[config.mk]
export PLATFORM = sky130hd
export DESIGN_NAME = router_rr
export DESIGN_NICKNAME = d
export VERILOG_FILES = /design/src/rtl/router_rr.sv
export SDC_FILE = /design/constraint.sdc
export NUM_CORES = 1
export LEC_CHECK = 0
export ABC_CLOCK_PERIOD_IN_PS = 2800
export CORE_MARGIN = 1.5
export CORE_UTILIZATION = 38
export DETAILED_ROUTE_END_ITERATION = 8
export GPL_TIMING_DRIVEN = 0
export PLACE_DENSITY_LB_ADDON = 0.15
export SLEW_MARGIN = 20
export SYNTH_ARGS = -nofsm -noshare
export SYNTH_HDL_FRONTEND = slang
export SYNTH_SLANG_ARGS = --single-unit
export TNS_END_PERCENT = 100
[constraint.sdc]
create_clock -name clk -period 2.8 [get_ports clk]
set_clock_uncertainty 0.2 [all_clocks]
set_input_delay 0.56 -clock clk [delete_from_list [all_inputs] [get_ports clk]]
set_output_delay 0.56 -clock clk [all_outputs]
set_load 0.1 [all_outputs]
[src/rtl/router_rr.sv]
`default_nettype none
// ============================================================================
// Module   : router_rr
// Desc     : N x N serial packet router with per-output round-robin arbitration
//            and one-cycle forwarding. Define ROUTER_RR_PKT_CNT_EN to add
//            per-output completed-packet counters (o_pkt_cnt).
// Revision : 1.0
// ============================================================================
module router_rr #(
    parameter int N_PORTS = 4
) (
    input  logic                   clk,
    input  logic                   reset,
    input  logic [N_PORTS-1:0]     i_frame,
    input  logic [N_PORTS-1:0]     i_valid,
    input  logic [N_PORTS-1:0]     i_data,
    output logic [N_PORTS-1:0]     o_grant,
    output logic [N_PORTS-1:0]     o_frame,
    output logic [N_PORTS-1:0]     o_valid,
`ifdef ROUTER_RR_PKT_CNT_EN
    output logic [N_PORTS*16-1:0]  o_pkt_cnt,
`endif
    output logic [N_PORTS-1:0]     o_data
);

    localparam int ADDR_W = $clog2(N_PORTS);

    localparam logic [2:0] c_st_idle = 3'd0;
    localparam logic [2:0] c_st_addr = 3'd1;
    localparam logic [2:0] c_st_req  = 3'd2;
    localparam logic [2:0] c_st_xfer = 3'd3;
    localparam logic [2:0] c_st_drop = 3'd4;

    localparam logic [ADDR_W:0]   c_n_ports   = (ADDR_W+1)'(N_PORTS);
    localparam logic [ADDR_W-1:0] c_last_bit  = ADDR_W'(ADDR_W - 1);
    localparam logic [ADDR_W-1:0] c_last_port = ADDR_W'(N_PORTS - 1);

    // Per-input state
    logic [2:0]        r_state [N_PORTS];
    logic [ADDR_W-1:0] r_addr  [N_PORTS];
    logic [ADDR_W-1:0] r_cnt   [N_PORTS];
    logic [N_PORTS-1:0] r_grant;

    logic [ADDR_W-1:0] w_pos       [N_PORTS];
    logic [ADDR_W-1:0] w_addr_next [N_PORTS];
    logic [N_PORTS-1:0] w_addr_done;
    logic [N_PORTS-1:0] w_addr_bad;
    logic [N_PORTS-1:0] w_req;
    logic [N_PORTS-1:0] w_gnt_in;

    // Per-output state
    logic [N_PORTS-1:0] r_owned;
    logic [ADDR_W-1:0]  r_owner [N_PORTS];
    logic [ADDR_W-1:0]  r_ptr   [N_PORTS];
    logic [N_PORTS-1:0] r_oframe;
    logic [N_PORTS-1:0] r_ovalid;
    logic [N_PORTS-1:0] r_odata;

    logic [N_PORTS-1:0] w_win_any;
    logic [ADDR_W-1:0]  w_win_idx [N_PORTS];
    logic [ADDR_W:0]    w_sum;

`ifdef ROUTER_RR_PKT_CNT_EN
    logic [N_PORTS*16-1:0] r_pkt_cnt;
    assign o_pkt_cnt = r_pkt_cnt;
`endif

    assign o_grant = r_grant;
    assign o_frame = r_oframe;
    assign o_valid = r_ovalid;
    assign o_data  = r_odata;

    // IDLE counts as bit position 0 so the first address bit is taken on the frame rise
    always_comb begin
        for (int i = 0; i < N_PORTS; i++) begin
            w_pos[i]       = (r_state[i] == c_st_idle) ? '0 : r_cnt[i];
            w_addr_next[i] = ((r_state[i] == c_st_idle) ? '0 : r_addr[i])
                           | (ADDR_W'(i_data[i]) << w_pos[i]);
            w_addr_done[i] = (w_pos[i] == c_last_bit);
            w_addr_bad[i]  = ({1'b0, w_addr_next[i]} >= c_n_ports);
            w_req[i]       = (r_state[i] == c_st_req) && i_frame[i];
        end
    end

    // Round-robin search from r_ptr upward, wrapping at N_PORTS
    always_comb begin
        w_win_any = '0;
        w_gnt_in  = '0;
        w_sum     = '0;
        for (int d = 0; d < N_PORTS; d++) begin
            w_win_idx[d] = '0;
            for (int k = 0; k < N_PORTS; k++) begin
                w_sum = {1'b0, r_ptr[d]} + (ADDR_W+1)'(k);
                if (w_sum >= c_n_ports) begin
                    w_sum = w_sum - c_n_ports;
                end
                if (!w_win_any[d] && w_req[w_sum[ADDR_W-1:0]]
                    && (r_addr[w_sum[ADDR_W-1:0]] == ADDR_W'(d))) begin
                    w_win_any[d] = 1'b1;
                    w_win_idx[d] = w_sum[ADDR_W-1:0];
                end
            end
            if (!r_owned[d] && w_win_any[d]) begin
                w_gnt_in[w_win_idx[d]] = 1'b1;
            end
        end
    end

    always_ff @(posedge clk or posedge reset) begin
        if (reset) begin
            r_grant <= '0;
            for (int i = 0; i < N_PORTS; i++) begin
                r_state[i] <= c_st_idle;
                r_addr[i]  <= '0;
                r_cnt[i]   <= '0;
            end
        end else begin
            for (int i = 0; i < N_PORTS; i++) begin
                case (r_state[i])
                    c_st_idle, c_st_addr: begin
                        if (i_frame[i]) begin
                            r_addr[i] <= w_addr_next[i];
                            if (w_addr_done[i]) begin
                                r_cnt[i] <= '0;
                                if (w_addr_bad[i]) begin
                                    r_state[i] <= c_st_drop;
                                    r_grant[i] <= 1'b1;
                                end else begin
                                    r_state[i] <= c_st_req;
                                end
                            end else begin
                                r_cnt[i]   <= w_pos[i] + ADDR_W'(1);
                                r_state[i] <= c_st_addr;
                            end
                        end else begin
                            r_cnt[i]   <= '0;
                            r_state[i] <= c_st_idle;
                        end
                    end
                    c_st_req: begin
                        if (!i_frame[i]) begin
                            r_state[i] <= c_st_idle;
                        end else if (w_gnt_in[i]) begin
                            r_state[i] <= c_st_xfer;
                            r_grant[i] <= 1'b1;
                        end
                    end
                    c_st_xfer, c_st_drop: begin
                        if (!i_frame[i]) begin
                            r_state[i] <= c_st_idle;
                            r_grant[i] <= 1'b0;
                        end
                    end
                    default: begin
                        r_state[i] <= c_st_idle;
                        r_grant[i] <= 1'b0;
                    end
                endcase
            end
        end
    end

    // An owned output always has its owner in XFER; release happens on the owner's last cycle
    always_ff @(posedge clk or posedge reset) begin
        if (reset) begin
            r_owned  <= '0;
            r_oframe <= '0;
            r_ovalid <= '0;
            r_odata  <= '0;
`ifdef ROUTER_RR_PKT_CNT_EN
            r_pkt_cnt <= '0;
`endif
            for (int d = 0; d < N_PORTS; d++) begin
                r_owner[d] <= '0;
                r_ptr[d]   <= '0;
            end
        end else begin
            for (int d = 0; d < N_PORTS; d++) begin
                if (r_owned[d]) begin
                    r_oframe[d] <= i_frame[r_owner[d]];
                    r_ovalid[d] <= i_valid[r_owner[d]];
                    r_odata[d]  <= i_data[r_owner[d]];
                    if (!i_frame[r_owner[d]]) begin
                        r_owned[d] <= 1'b0;
`ifdef ROUTER_RR_PKT_CNT_EN
                        r_pkt_cnt[d*16 +: 16] <= r_pkt_cnt[d*16 +: 16] + 16'd1;
`endif
                    end
                end else begin
                    r_oframe[d] <= 1'b0;
                    r_ovalid[d] <= 1'b0;
                    r_odata[d]  <= 1'b0;
                    if (w_win_any[d]) begin
                        r_owned[d] <= 1'b1;
                        r_owner[d] <= w_win_idx[d];
                        r_ptr[d]   <= (w_win_idx[d] == c_last_port) ? '0
                                    : w_win_idx[d] + ADDR_W'(1);
                    end
                end
            end
        end
    end

endmodule
`default_nettype wire

== Yosys cells after proc, flatten, opt, wreduce, memory -nomap -nowiden ==
Cells that the tools add are included.

* Reductions and logical operators: 88
* $mul: 0
* Div/mod/pow operators: 0
* Shift-type cells: 4
* Mux-type cells: 248
* $lt $le $gt $ge: 60
* Add/subtract/negate cells: 36
* Eq/ne operators: 52
* Bitwise logic cells: 31

{| class="wikitable"
|+ Operator list
! kind !! number
|-
| 2-bit 2-to-1 mux || 88
|-
| 3-bit >= comparator, second input constant || 28
|-
| 1-bit 2-to-1 mux || 84
|-
| 2-bit by 3-bit < comparator with 1-bit output, second input constant || 24
|-
| 2-bit binary-select mux with 2-bit select || 16
|-
| 1-bit binary-select mux with 2-bit select || 28
|-
| 3-bit 2-to-1 mux || 16
|-
| 2-bit NOT with 3-bit output || 16
|-
| 1-bit logical AND || 40
|-
| 3-bit case mux with 3 select lines || 4
|-
| 2-bit by 1-bit subtractor with 2-bit output, second input constant || 16
|-
| 2-bit by 2-bit adder with 3-bit output, second input constant || 8
|-
| 2-bit equality test, second input constant || 12
|-
| 3-bit by 2-bit equality test with 1-bit output, second input constant || 8
|-
| 2-bit != test, second input constant || 12
|-
| 2-bit AND reduction || 12
|-
| 2-bit by 1-bit adder with 2-bit output, second input constant || 8
|-
| 2-bit by 1-bit equality test with 1-bit output, second input constant || 8
|-
| 1-bit zero test || 16
|-
| 4-bit 2-to-1 mux || 4
|-
| 4-bit AND reduction || 4
|-
| 2-bit OR reduction || 8
|-
| 2-bit by 1-bit adder with 3-bit output, second input constant || 4
|-
| 3-bit by 1-bit equality test with 1-bit output, second input constant || 4
|-
| 12 further kinds || 51
|}

* Latch bits: 0
* Word-level logic and storage cells: 547
* RAM bits: 0
* Memories kept: 0
* Bits of input ports: 14
* Memory bits (read-only): 0
* Register bits after elaboration: 64
* Output and inout port bits: 16

== Depth between registers and ports, before layout ==
Gate-level depths: netlist (run 1).

* Depth in word-level cells: 35
* Mapped depth: 12
* Mapped depth without buffers: 10

== Worst setup path after synthesis (run 1) ==
OpenSTA, ideal clock, no wires.

* Path kind: input to register
* Start: input i_frame[3]
* End: register r_state[0] in the netlist's numbering
* Cell stages on the path: 10
* Slack: 0.225 ns
* Arrival time: 2.276 ns
* Setup time: 0.099 ns
* Path buffers: 1
* Cells stage by stage: buf_2 > nand3_1 > nor2_1 > inv_1 > a311oi_2 > ha_1 > nor2b_1 > o21ai_0 > and4_1 > a311oi_1

{| class="wikitable"
|+ RTL lines
! item !! RTL line !! RTL
|-
| from (decl) || 14 || <nowiki>input logic [N_PORTS-1:0] i_frame,</nowiki>
|-
| to (signal, indexed assignment) || 113 || <nowiki>r_state[i] <= c_st_idle;</nowiki>
|-
| to (signal, indexed assignment) || 126 || <nowiki>r_state[i] <= c_st_drop;</nowiki>
|-
| to (signal, indexed assignment) || 129 || <nowiki>r_state[i] <= c_st_req;</nowiki>
|-
| to (decl) || 39 || <nowiki>logic [2:0] r_state [N_PORTS];</nowiki>
|}

==> impl_metrics.env, run 1 <==
export IMPL_powerDensity_mw_per_mm2=645
export IMPL_drt_iter0_markers=167
export IMPL_core_region_area_mm2=0.00937
export IMPL_number_of_nets_still_failing_antenna_checks_after_routing=0
export IMPL_slew_headroom=0.350
export IMPL_worst_setup_path_start_kind="primary input"
export IMPL_period_share=0.966
export IMPL_row_count=35
export IMPL_seq_power_share=0.425
export IMPL_synth_edf_count=0
export IMPL_synth_top_flop_cell="sky130_fd_sc_hd__dfrtp_1"
export IMPL_clockRootBuffer="sky130_fd_sc_hd__clkbuf_8"
export IMPL_cellLeakagePower_nw=1.93
export IMPL_layout_area_overhead_vs_synth_pct=23.9
export IMPL_multi_input_comb_area_mm2=0.00226
export IMPL_commonest_cells_after_routing_fill_and_taps_aside="sky130_fd_sc_hd__dfrtp_1, sky130_fd_sc_hd__nand2_1, sky130_fd_sc_hd__o21ai_0"
export IMPL_status="finished, final reports clean"
export IMPL_fin_setup_tns_ns=0
export IMPL_setup_worst_path_class="primary input to flop"
export IMPL_clk_latency_worst_skew_pair_ns=0.34
export IMPL_most_common_cell_after_layout_fill_and_taps_aside="sky130_fd_sc_hd__dfrtp_1"
export IMPL_fin_nets=456
export IMPL_wirelength_mm=9.63
export IMPL_power_total_mw=2.99
export IMPL_layoutNonFillerInstCount=559
export IMPL_diodes=0
export IMPL_grt_ovfl_total=0
export IMPL_sequential_area_share_after_synthesis=0.402
export IMPL_via_count_of_the_first_global_routing_pass=2986
export IMPL_detailroute_via_count=3141
export IMPL_syn_mean_instance_area_um2=9.80
export IMPL_final_layout_size_suffix_gt1_frac=0.226
export IMPL_dieArea_mm2=0.0104
export IMPL_timing_critical_path_fanout_max=5
export IMPL_hp_class="flop to flop"
export IMPL_fillers=904
export IMPL_tritoncts="done"
export IMPL_cts_buffers=9
export IMPL_max_cap_violations=0
export IMPL_initial_core_util=0.398
export IMPL_syn_num_nets=411
export IMPL_grt_max_degree=34
export IMPL_die_height_um=102
export IMPL_finalCriticalPeriod_ns=2.70
export IMPL_max_clock_freq_ghz=0.370
export IMPL_seq_area_mm2=0.00150
export IMPL_worst_endpoint_arrival_ns=2.72
export IMPL_synth_yosys_warnings=0
export IMPL_synth_top_cell_area_share=0.402
export IMPL_ff2ff_setup_slack_ns=0.1
export IMPL_finalHoldViolCount=0
export IMPL_drtPass1Iterations=4
export IMPL_dp_cells=539
export IMPL_combinational_group_share_of_total_power=0.317
export IMPL_dpl_hpwl_mm=7.06
export IMPL_gpl_final_weighted_congestion=0.919
export IMPL_p_int_mw=1.84
export IMPL_yosys_area_top_type="sky130_fd_sc_hd__dfrtp_1"
export IMPL_cts_sinks=60
export IMPL_power_switching_share=0.383
export IMPL_synthCells=381
export IMPL_dieWidth_um=102
export IMPL_power_switching_mw=1.14
export IMPL_final_max_slew_viol_count=0
export IMPL_netlist_top_cells_area="sky130_fd_sc_hd__dfrtp_1, sky130_fd_sc_hd__mux4_2, sky130_fd_sc_hd__ha_1"
export IMPL_vias_per_cell=5.62
export IMPL_post_synth_instance_area_mm2=0.00373
export IMPL_global_route_wire_length_before_repair_mm=15.4
export IMPL_ir_worst_vdd_uv=288
export IMPL_end_kind="flop"
export IMPL_wire_per_inst_um=17.2
export IMPL_clkTransAtPathRegs_ns=0.06
export IMPL_port_buffers=28
export IMPL_async_reset_ff_frac=1.00
export IMPL_synth_cell_types=54
export IMPL_cts_max_level=3
export IMPL_boundaryPins=30
export IMPL_synth_seq_cells=60
export IMPL_clock_power_share=0.259
export IMPL_finalSetupViolations=0
export IMPL_critical_path_rt_ns=2.82
export IMPL_worst_slew_pin_slew_ns=0.972
export IMPL_final_util=0.494
export IMPL_grt_util_all_layers=0.196
export IMPL_drc=0
export IMPL_clockBufferDepth=2
export IMPL_post_cts_hold_buffer_count=0
export IMPL_grt_antenna_before_repair=0
-- power groups by stage --
stage / Combinational, mW / Clock (mW) / Sequential (mW)
floorplan: 0.501 / 0 / 1.40
global placement: 0.905 / 0 / 1.24
detailed placement: 0.914 / 0 / 1.25
CTS: 0.930 / 0.792 / 1.24
global route: 1.03 / 0.829 / 1.29
finish: 0.946 / 0.772 / 1.27
-- per-stage QoR --
step | hold slack [ns] | instance area, um2 | worst slack (ns)
floorplan | 0.276 | 3730 | 0.225
global placement | 0.285 | 4170 | -0.772
detailed placement | 0.285 | 4200 | -0.764
CTS | 0.303 | 4490 | 0.00951
global route | 0.334 | 4630 | -0.0240
finish | 0.305 | 4630 | 0.0958
-- cells in the mapped netlist, types with 3 or more instances --
| master | count |
|---|---|
| sky130_fd_sc_hd__nor3_1 | 16 |
| sky130_fd_sc_hd__a22o_1 | 6 |
| sky130_fd_sc_hd__o221ai_1 | 4 |
| sky130_fd_sc_hd__nand3_1 | 8 |
| sky130_fd_sc_hd__o22ai_1 | 6 |
| sky130_fd_sc_hd__o21ai_1 | 3 |
| sky130_fd_sc_hd__dfrtp_1 | 60 |
| sky130_fd_sc_hd__buf_4 | 3 |
| sky130_fd_sc_hd__mux4_2 | 11 |
| sky130_fd_sc_hd__and3_1 | 4 |
| sky130_fd_sc_hd__and2_1 | 11 |
| sky130_fd_sc_hd__inv_1 | 22 |
| sky130_fd_sc_hd__mux2_2 | 6 |
| sky130_fd_sc_hd__o21ai_0 | 32 |
| sky130_fd_sc_hd__a21oi_1 | 6 |
| sky130_fd_sc_hd__nor2_1 | 29 |
| sky130_fd_sc_hd__nand2_1 | 31 |
| sky130_fd_sc_hd__nand2b_1 | 4 |
| sky130_fd_sc_hd__clkbuf_1 | 5 |
| sky130_fd_sc_hd__or2_1 | 3 |
| sky130_fd_sc_hd__ha_1 | 16 |
| sky130_fd_sc_hd__o21a_1 | 7 |
| sky130_fd_sc_hd__o31ai_1 | 7 |
| sky130_fd_sc_hd__nand3b_1 | 4 |
| sky130_fd_sc_hd__buf_2 | 5 |
| sky130_fd_sc_hd__and3b_1 | 3 |
| sky130_fd_sc_hd__a32o_1 | 5 |
| sky130_fd_sc_hd__nor2b_1 | 21 |
| sky130_fd_sc_hd__a31oi_1 | 7 |
| sky130_fd_sc_hd__and4_1 | 3 |
-- state kept, by name, summed over array words and instances (netlist names), 8 cells and up --
name	count
r_addr	8
r_cnt	8
r_owner	8
r_ptr	8
r_state	8
-- timing repair --
item | CTS | global route
pin swaps | 1 | 9
endpoints found under the setup margin | 10 | 8
resized for setup | 18 | 37
buffers inserted | 1 | 5
-- final cells by class --
| class | count | area share |
|---|---|---|
| buffer | 14 | 0.0203 |
| clock buffer | 10 | 0.0298 |
| clock inverter | 5 | 0.0114 |
| inverter | 22 | 0.0184 |
| multi-input combinational | 284 | 0.488 |
| sequential | 60 | 0.325 |
| tap | 129 | 0.0349 |
| timing repair buffer | 35 | 0.0722 |
-- metal layers --
metal	track usage	vias to the layer above	wire length (um)
met2	0.306	77	4490
li1	-	1470	-
met3	0.0492	20	523
met1	0.261	1574	4440
met5	0	-	0
met4	0.0759	0	181
-- cells by family after synthesis --
logic type | synth area share
and+or+nand+nor | 0.207
AOI/OAI and AO/OA | 0.194
muxes | 0.0969
DFF | 0.402
adders and majority gates | 0.0536
buffers and inverters | 0.0459
-- critical path, stage by stage --
cell,delay (ns)
sky130_fd_sc_hd__dlygate4sd2_1,0.35
sky130_fd_sc_hd__and3b_2,0.26
sky130_fd_sc_hd__nand3_1,0.09
sky130_fd_sc_hd__o22ai_1,0.19
sky130_fd_sc_hd__o21bai_4,0.18
sky130_fd_sc_hd__inv_1,0.09
sky130_fd_sc_hd__ha_1,0.20
sky130_fd_sc_hd__nor2b_1,0.13
sky130_fd_sc_hd__o21ai_0,0.10
sky130_fd_sc_hd__nand4_1,0.20
sky130_fd_sc_hd__o311a_1,0.37
-- worst paths after layout --
kind / startpoint / endpoint / depth (start not counted)
max in group asynchronous: reset / r_addr[2] / 3
worst max register to register: r_state[0] / r_state[3] / 12
worst min-delay path: o_grant[1] / o_grant[1] / 1
worst max-delay path: i_frame[0] / r_state[6] / 11
min in group asynchronous: reset / o_data[3] / 2
worst min register to register: o_grant[1] / o_grant[1] / 1
Power figures use the tool's default switching activity.
==> run 2, diff against run 1 <==
CAP_MARGIN = 20   (was not set)
SLEW_MARGIN = not set   (was 20)
==> impl_metrics.env, run 2 (synthesis results as in run 1) <==
export IMPL_fin_nets=457
export IMPL_end_kind="flop"
export IMPL_row_count=35
export IMPL_status="finished, final reports clean"
export IMPL_finalSetupViolations=0
export IMPL_die_height_um=102
export IMPL_period_share=0.963
export IMPL_ff2ff_setup_slack_ns=0.10
export IMPL_dpl_hpwl_mm=7.06
export IMPL_boundaryPins=30
export IMPL_global_route_wire_length_before_repair_mm=15.3
export IMPL_timing_critical_path_fanout_max=10
export IMPL_initial_core_util=0.398
export IMPL_slew_headroom=0.353
export IMPL_drt_iter0_markers=157
export IMPL_detailroute_via_count=3110
export IMPL_timing_rr_end="r_state[6]"
export IMPL_layout_area_overhead_vs_synth_pct=23.4
export IMPL_most_common_cell_after_layout_fill_and_taps_aside="sky130_fd_sc_hd__dfrtp_1"
export IMPL_drtPass1Iterations=4
export IMPL_grt_max_degree=34
export IMPL_whs_path_depth=1
export IMPL_timing_reg2reg_worst_path_depth=11
export IMPL_layout_setup_ws_ns=0.103
export IMPL_grt_antenna_before_repair=0
export IMPL_finalCriticalPeriod_ns=2.70
export IMPL_worstPathCellList="buf_6 -> nand2b_4 -> buf_6 -> or3_1 -> a21oi_2 -> a311oi_4 -> ha_1 -> nor2b_1 -> o21ai_0 -> nand4_1 -> o311a_1"
export IMPL_worst_setup_path_start_kind="flop"
export IMPL_drc=0
export IMPL_clk_latency_worst_skew_pair_ns=0.34
export IMPL_hold_slack_ns=0.309
export IMPL_rsz0062_at_grt="false"
export IMPL_place_ws_ns=-0.777
export IMPL_grt_util_all_layers=0.195
export IMPL_clkTransAtPathRegs_ns=0.07
export IMPL_cellLeakagePower_nw=1.91
export IMPL_gpl_final_weighted_congestion=0.919
export IMPL_dpl_cell_area_mm2=0.00419
export IMPL_max_cap_violations=0
export IMPL_vias_per_cell=5.55
export IMPL_dieArea_mm2=0.0104
export IMPL_commonest_cells_after_routing_fill_and_taps_aside="sky130_fd_sc_hd__dfrtp_1, sky130_fd_sc_hd__nand2_1, sky130_fd_sc_hd__o21ai_0"
export IMPL_wire_per_inst_um=16.9
export IMPL_worst_case_hold_path_end_point="r_cnt[1]"
export IMPL_worstReg2RegStart="r_state[9]"
export IMPL_cpMaxStageDelayCell="sky130_fd_sc_hd__dfrtp_1"
export IMPL_worst_endpoint_arrival_ns=2.72
export IMPL_clockBufferDepth=2
export IMPL_final_util=0.492
export IMPL_worst_path_most_repeated_cell="sky130_fd_sc_hd__buf_6"
export IMPL_diodes=0
export IMPL_critical_path_rt_ns=2.82
export IMPL_wirelength_mm=9.48
export IMPL_worst_slew_pin_slew_ns=0.968
export IMPL_grt_ovfl_total=0
export IMPL_hold_path_startpoint="r_cnt[1]"
export IMPL_clockRootBuffer="sky130_fd_sc_hd__clkbuf_8"
export IMPL_layout_cell_area_non_filler_mm2=0.00461
export IMPL_cts_buffers=9
export IMPL_number_of_nets_still_failing_antenna_checks_after_routing=0
export IMPL_cts_max_level=3
export IMPL_port_buffers=28
export IMPL_final_layout_size_suffix_gt1_frac=0.213
export IMPL_hp_class="flop to flop"
export IMPL_final_max_slew_viol_count=0
export IMPL_via_count_of_the_first_global_routing_pass=3001
export IMPL_critical_path_max_stage_delay_ns=0.38
export IMPL_core_region_area_mm2=0.00937
export IMPL_finalHoldViolCount=0
export IMPL_ir_worst_vdd_uv=301
export IMPL_max_clock_freq_ghz=0.371
export IMPL_tritoncts="done"
export IMPL_cts_sinks=60
export IMPL_dieWidth_um=102
export IMPL_powerDensity_mw_per_mm2=647
export IMPL_setup_worst_path_class="flop to flop"
-- run 2: layout make-up --
cell class	instances	area, um2
buffer	15	97.6
sequential	60	1500
timing repair buffer	35	334
clock buffer	10	138
multi-input combinational	284	2240
inverter	22	82.6
fill	905	4760
tap	129	161
clock inverter	5	52.6
-- run 2: how the worst max path moves through the flow --
stage	startpoint	endpoint	slack [ns]	cells past startpoint
final	r_state[9]	r_state[6]	0.10	11
after global routing	r_state[9]	r_state[6]	0.001	11
after CTS	r_state[3]	r_state[6]	0.03	11
after detailed placement	i_frame[1]	r_state[0]	-0.78	11
after global placement	i_frame[2]	r_state[6]	-0.77	9
after floorplan	i_frame[3]	r_state[0]	0.22	10
-- run 2: critical path, delay by kind of cell (launching register included) --
family / cells / cell delay, ns
simple gates: 4 / 0.79
compound gates: 4 / 0.72
flops: 1 / 0.38
buf+inv: 2 / 0.27
fa+ha+maj: 1 / 0.22
-- run 2: metal layers --
layer	global-route usage	part of all wire
met1	0.265	0.47
met2	0.307	0.48
met3	0.0390	0.040
met4	0.0790	0.015
met5	0	0
-- run 2: metrics by stage --
step,power [mW],std cells,TNS [ns]
6_report,2.98,560,0
3_3_place_gp,2.15,538,-42.15
4_1_cts,2.97,556,0
3_5_place_dp,2.16,539,-7.09
5_1_grt,3.15,560,0
2_1_floorplan,1.90,381,0
-- run 2: what timing repair did --
action                                  4_1_cts  5_1_grt
pin swaps                                     3        6
gates resized for setup                      17       27
setup buffers                                 2        4
hold buffers                                  0        0
endpoints found under the setup margin       10        8
gates cloned                                  0        0
-- run 2: power by group --
part	switching [mW]	internal [mW]	leakage, nW	total (mW)
Sequential	0.222	1.03	0.789	1.25
Combinational	0.570	0.383	1.02	0.953
Clock	0.348	0.425	0.0979	0.773
Total	1.14	1.84	1.91	2.98
==> run 3, diff against run 2 <==
PLACE_DENSITY = 0.66   (was not set)
PLACE_DENSITY_LB_ADDON = not set   (was 0.15)
RECOVER_POWER = 25   (was not set)
SLEW_MARGIN = 25   (was not set)
==> impl_metrics.env, run 3 (synthesis results as in run 1) <==
export IMPL_number_of_nets_still_failing_antenna_checks_after_routing=0
export IMPL_slew_headroom=0.149
export IMPL_finalHoldViolCount=0
export IMPL_via_count_of_the_first_global_routing_pass=2934
export IMPL_ff2ff_setup_slack_ns=0.06
export IMPL_setup_worst_path_class="primary input to flop"
export IMPL_worst_path_dominant_cell_family="compound AO/OA/AOI/OAI gates"
export IMPL_finalCriticalPeriod_ns=2.75
export IMPL_end_kind="flop"
export IMPL_period_share=0.983
export IMPL_boundaryPins=30
export IMPL_tritoncts="done"
export IMPL_diodes=0
export IMPL_cpMaxStageDelayCell="sky130_fd_sc_hd__o311a_1"
export IMPL_cellLeakagePower_nw=1.97
export IMPL_layout_cell_area_non_filler_mm2=0.00471
export IMPL_worst_setup_path_start_kind="primary input"
export IMPL_row_count=35
export IMPL_dieWidth_um=102
export IMPL_critical_path_rt_ns=2.82
export IMPL_vias_per_cell=5.62
export IMPL_grt_util_all_layers=0.188
export IMPL_ir_worst_vdd_uv=294
export IMPL_powerDensity_mw_per_mm2=640
export IMPL_final_util=0.502
export IMPL_commonest_cells_after_routing_fill_and_taps_aside="sky130_fd_sc_hd__dfrtp_1, sky130_fd_sc_hd__nand2_1, sky130_fd_sc_hd__o21ai_0"
export IMPL_port_buffers=28
export IMPL_hp_class="flop to flop"
export IMPL_grt_antenna_before_repair=0
export IMPL_drt_iter0_markers=240
export IMPL_hold_slack_ns=0.295
export IMPL_grt_ovfl_total=0
export IMPL_p_int_mw=1.86
export IMPL_combinational_group_share_of_total_power=0.324
export IMPL_max_cap_violations=0
export IMPL_worst_slew_pin_slew_ns=1.27
export IMPL_most_common_cell_after_layout_fill_and_taps_aside="sky130_fd_sc_hd__dfrtp_1"
export IMPL_cts_buffers=9
export IMPL_detailroute_via_count=3181
export IMPL_fin_nets=463
export IMPL_drc=0
export IMPL_worstPathCellList="clkdlybuf4s15_1 -> and3_1 -> a32o_1 -> a211oi_2 -> o22ai_2 -> ha_1 -> nor2b_1 -> o21ai_1 -> nand4_1 -> o311a_1"
export IMPL_post_cts_hold_buffer_count=0
export IMPL_timing_critical_path_fanout_max=6
export IMPL_cp_depth=10
export IMPL_timing_rr_end="r_state[6]"
export IMPL_dieArea_mm2=0.0104
export IMPL_worstReg2RegStart="r_addr[6]"
export IMPL_power_switching_share=0.382
export IMPL_wirelength_mm=9.43
export IMPL_core_region_area_mm2=0.00937
export IMPL_final_layout_size_suffix_gt1_frac=0.233
export IMPL_power_switching_mw=1.15
export IMPL_endpoint="r_state[6]"
export IMPL_finalSetupViolations=0
export IMPL_seq_power_share=0.421
export IMPL_cts_max_level=3
export IMPL_max_clock_freq_ghz=0.363
export IMPL_wire_per_inst_um=16.7
export IMPL_clkTransAtPathRegs_ns=0.06
export IMPL_fillers=885
export IMPL_gpl_final_weighted_congestion=0.887
export IMPL_drtPass1Iterations=5
export IMPL_path_buf_inv=1
export IMPL_clk_latency_worst_skew_pair_ns=0.35
export IMPL_die_height_um=102
export IMPL_final_max_slew_viol_count=0
export IMPL_clockRootBuffer="sky130_fd_sc_hd__clkbuf_8"
export IMPL_timing_reg2reg_worst_path_depth=9
export IMPL_dpl_hpwl_mm=6.82
export IMPL_layout_area_overhead_vs_synth_pct=26.1
export IMPL_initial_core_util=0.398
export IMPL_global_route_wire_length_before_repair_mm=14.8
export IMPL_dpl_cell_area_mm2=0.00420
export IMPL_critical_path_max_stage_delay_ns=0.38
export IMPL_clock_power_share=0.255
export IMPL_clockBufferDepth=2
export IMPL_status="finished, final reports clean"
export IMPL_worst_endpoint_arrival_ns=2.78
export IMPL_cts_sinks=60
export IMPL_worst_setup_path_startpoint="i_frame[1]"
export IMPL_grt_max_degree=34
[run 3: what timing repair did]
item	in CTS	in global routing
endpoints found under the setup margin	10	8
gates resized for setup	20	38
pin swaps	2	11
setup buffers	2	13
[run 3: metrics by stage]
stage                     worst slack, ns  TNS [ns]  cells  power (mW)
after floorplan                     0.225         0    381        1.90
after global placement             -0.702    -37.74    538        2.13
after detailed placement           -0.710     -6.15    539        2.15
after CTS                         0.00570         0    556        2.96
after global routing              -0.0677    -0.100    566        3.18
final                              0.0469         0    566        3.01
[run 3: worst min-delay path by stage]
| stage | startpoint | endpoint | slack, ns | depth (start not counted) |
|---|---|---|---|---|
| after detailed placement | o_grant[1] | o_grant[1] | 0.29 | 1 |
| after CTS | o_grant[1] | o_grant[1] | 0.30 | 1 |
| after global placement | o_grant[1] | o_grant[1] | 0.29 | 1 |
| after floorplan | r_ptr[4] | r_ptr[4] | 0.28 | 1 |
| final | o_grant[1] | o_grant[1] | 0.29 | 1 |
| after global routing | o_grant[1] | o_grant[1] | 0.32 | 1 |
[run 3: power by group through the flow]
| stage | logic [mW] | registers, mW | clock network, mW |
|---|---|---|---|
| finish | 0.975 | 1.27 | 0.768 |
| floorplan | 0.501 | 1.40 | 0 |
| global placement | 0.892 | 1.24 | 0 |
| global route | 1.05 | 1.30 | 0.825 |
| CTS | 0.927 | 1.24 | 0.789 |
| detailed placement | 0.910 | 1.24 | 0 |
[run 3: worst reg2reg max path: stages, from the launching register on]
cell and delay, ns:
sky130_fd_sc_hd__dfrtp_1 0.45, sky130_fd_sc_hd__and2b_2 0.25, sky130_fd_sc_hd__a32o_1 0.27, sky130_fd_sc_hd__a211oi_2 0.25
sky130_fd_sc_hd__o22ai_2 0.16, sky130_fd_sc_hd__ha_1 0.20, sky130_fd_sc_hd__nor2b_1 0.12, sky130_fd_sc_hd__o21ai_1 0.13
sky130_fd_sc_hd__nand4_1 0.20, sky130_fd_sc_hd__o311a_1 0.38
[run 3: layer usage]
layer,vias to the layer above,GRT usage,wire (um)
li1,1491,-,-
met1,1557,0.256,4230
met2,114,0.294,4400
met3,19,0.0397,577
met4,0,0.0727,225
met5,-,0,0
[run 3: final cells by class]
class | instances | area [um2] | area share
clock buffers | 10 | 138 | 0.0292
repair buffers | 43 | 397 | 0.0843
well taps | 129 | 161 | 0.0343
multi-input cells | 284 | 2290 | 0.486
flip-flops and latches | 60 | 1510 | 0.320
inverters | 22 | 83.8 | 0.0178
plain buffers | 13 | 82.6 | 0.0175
clock inverters | 5 | 52.6 | 0.0112
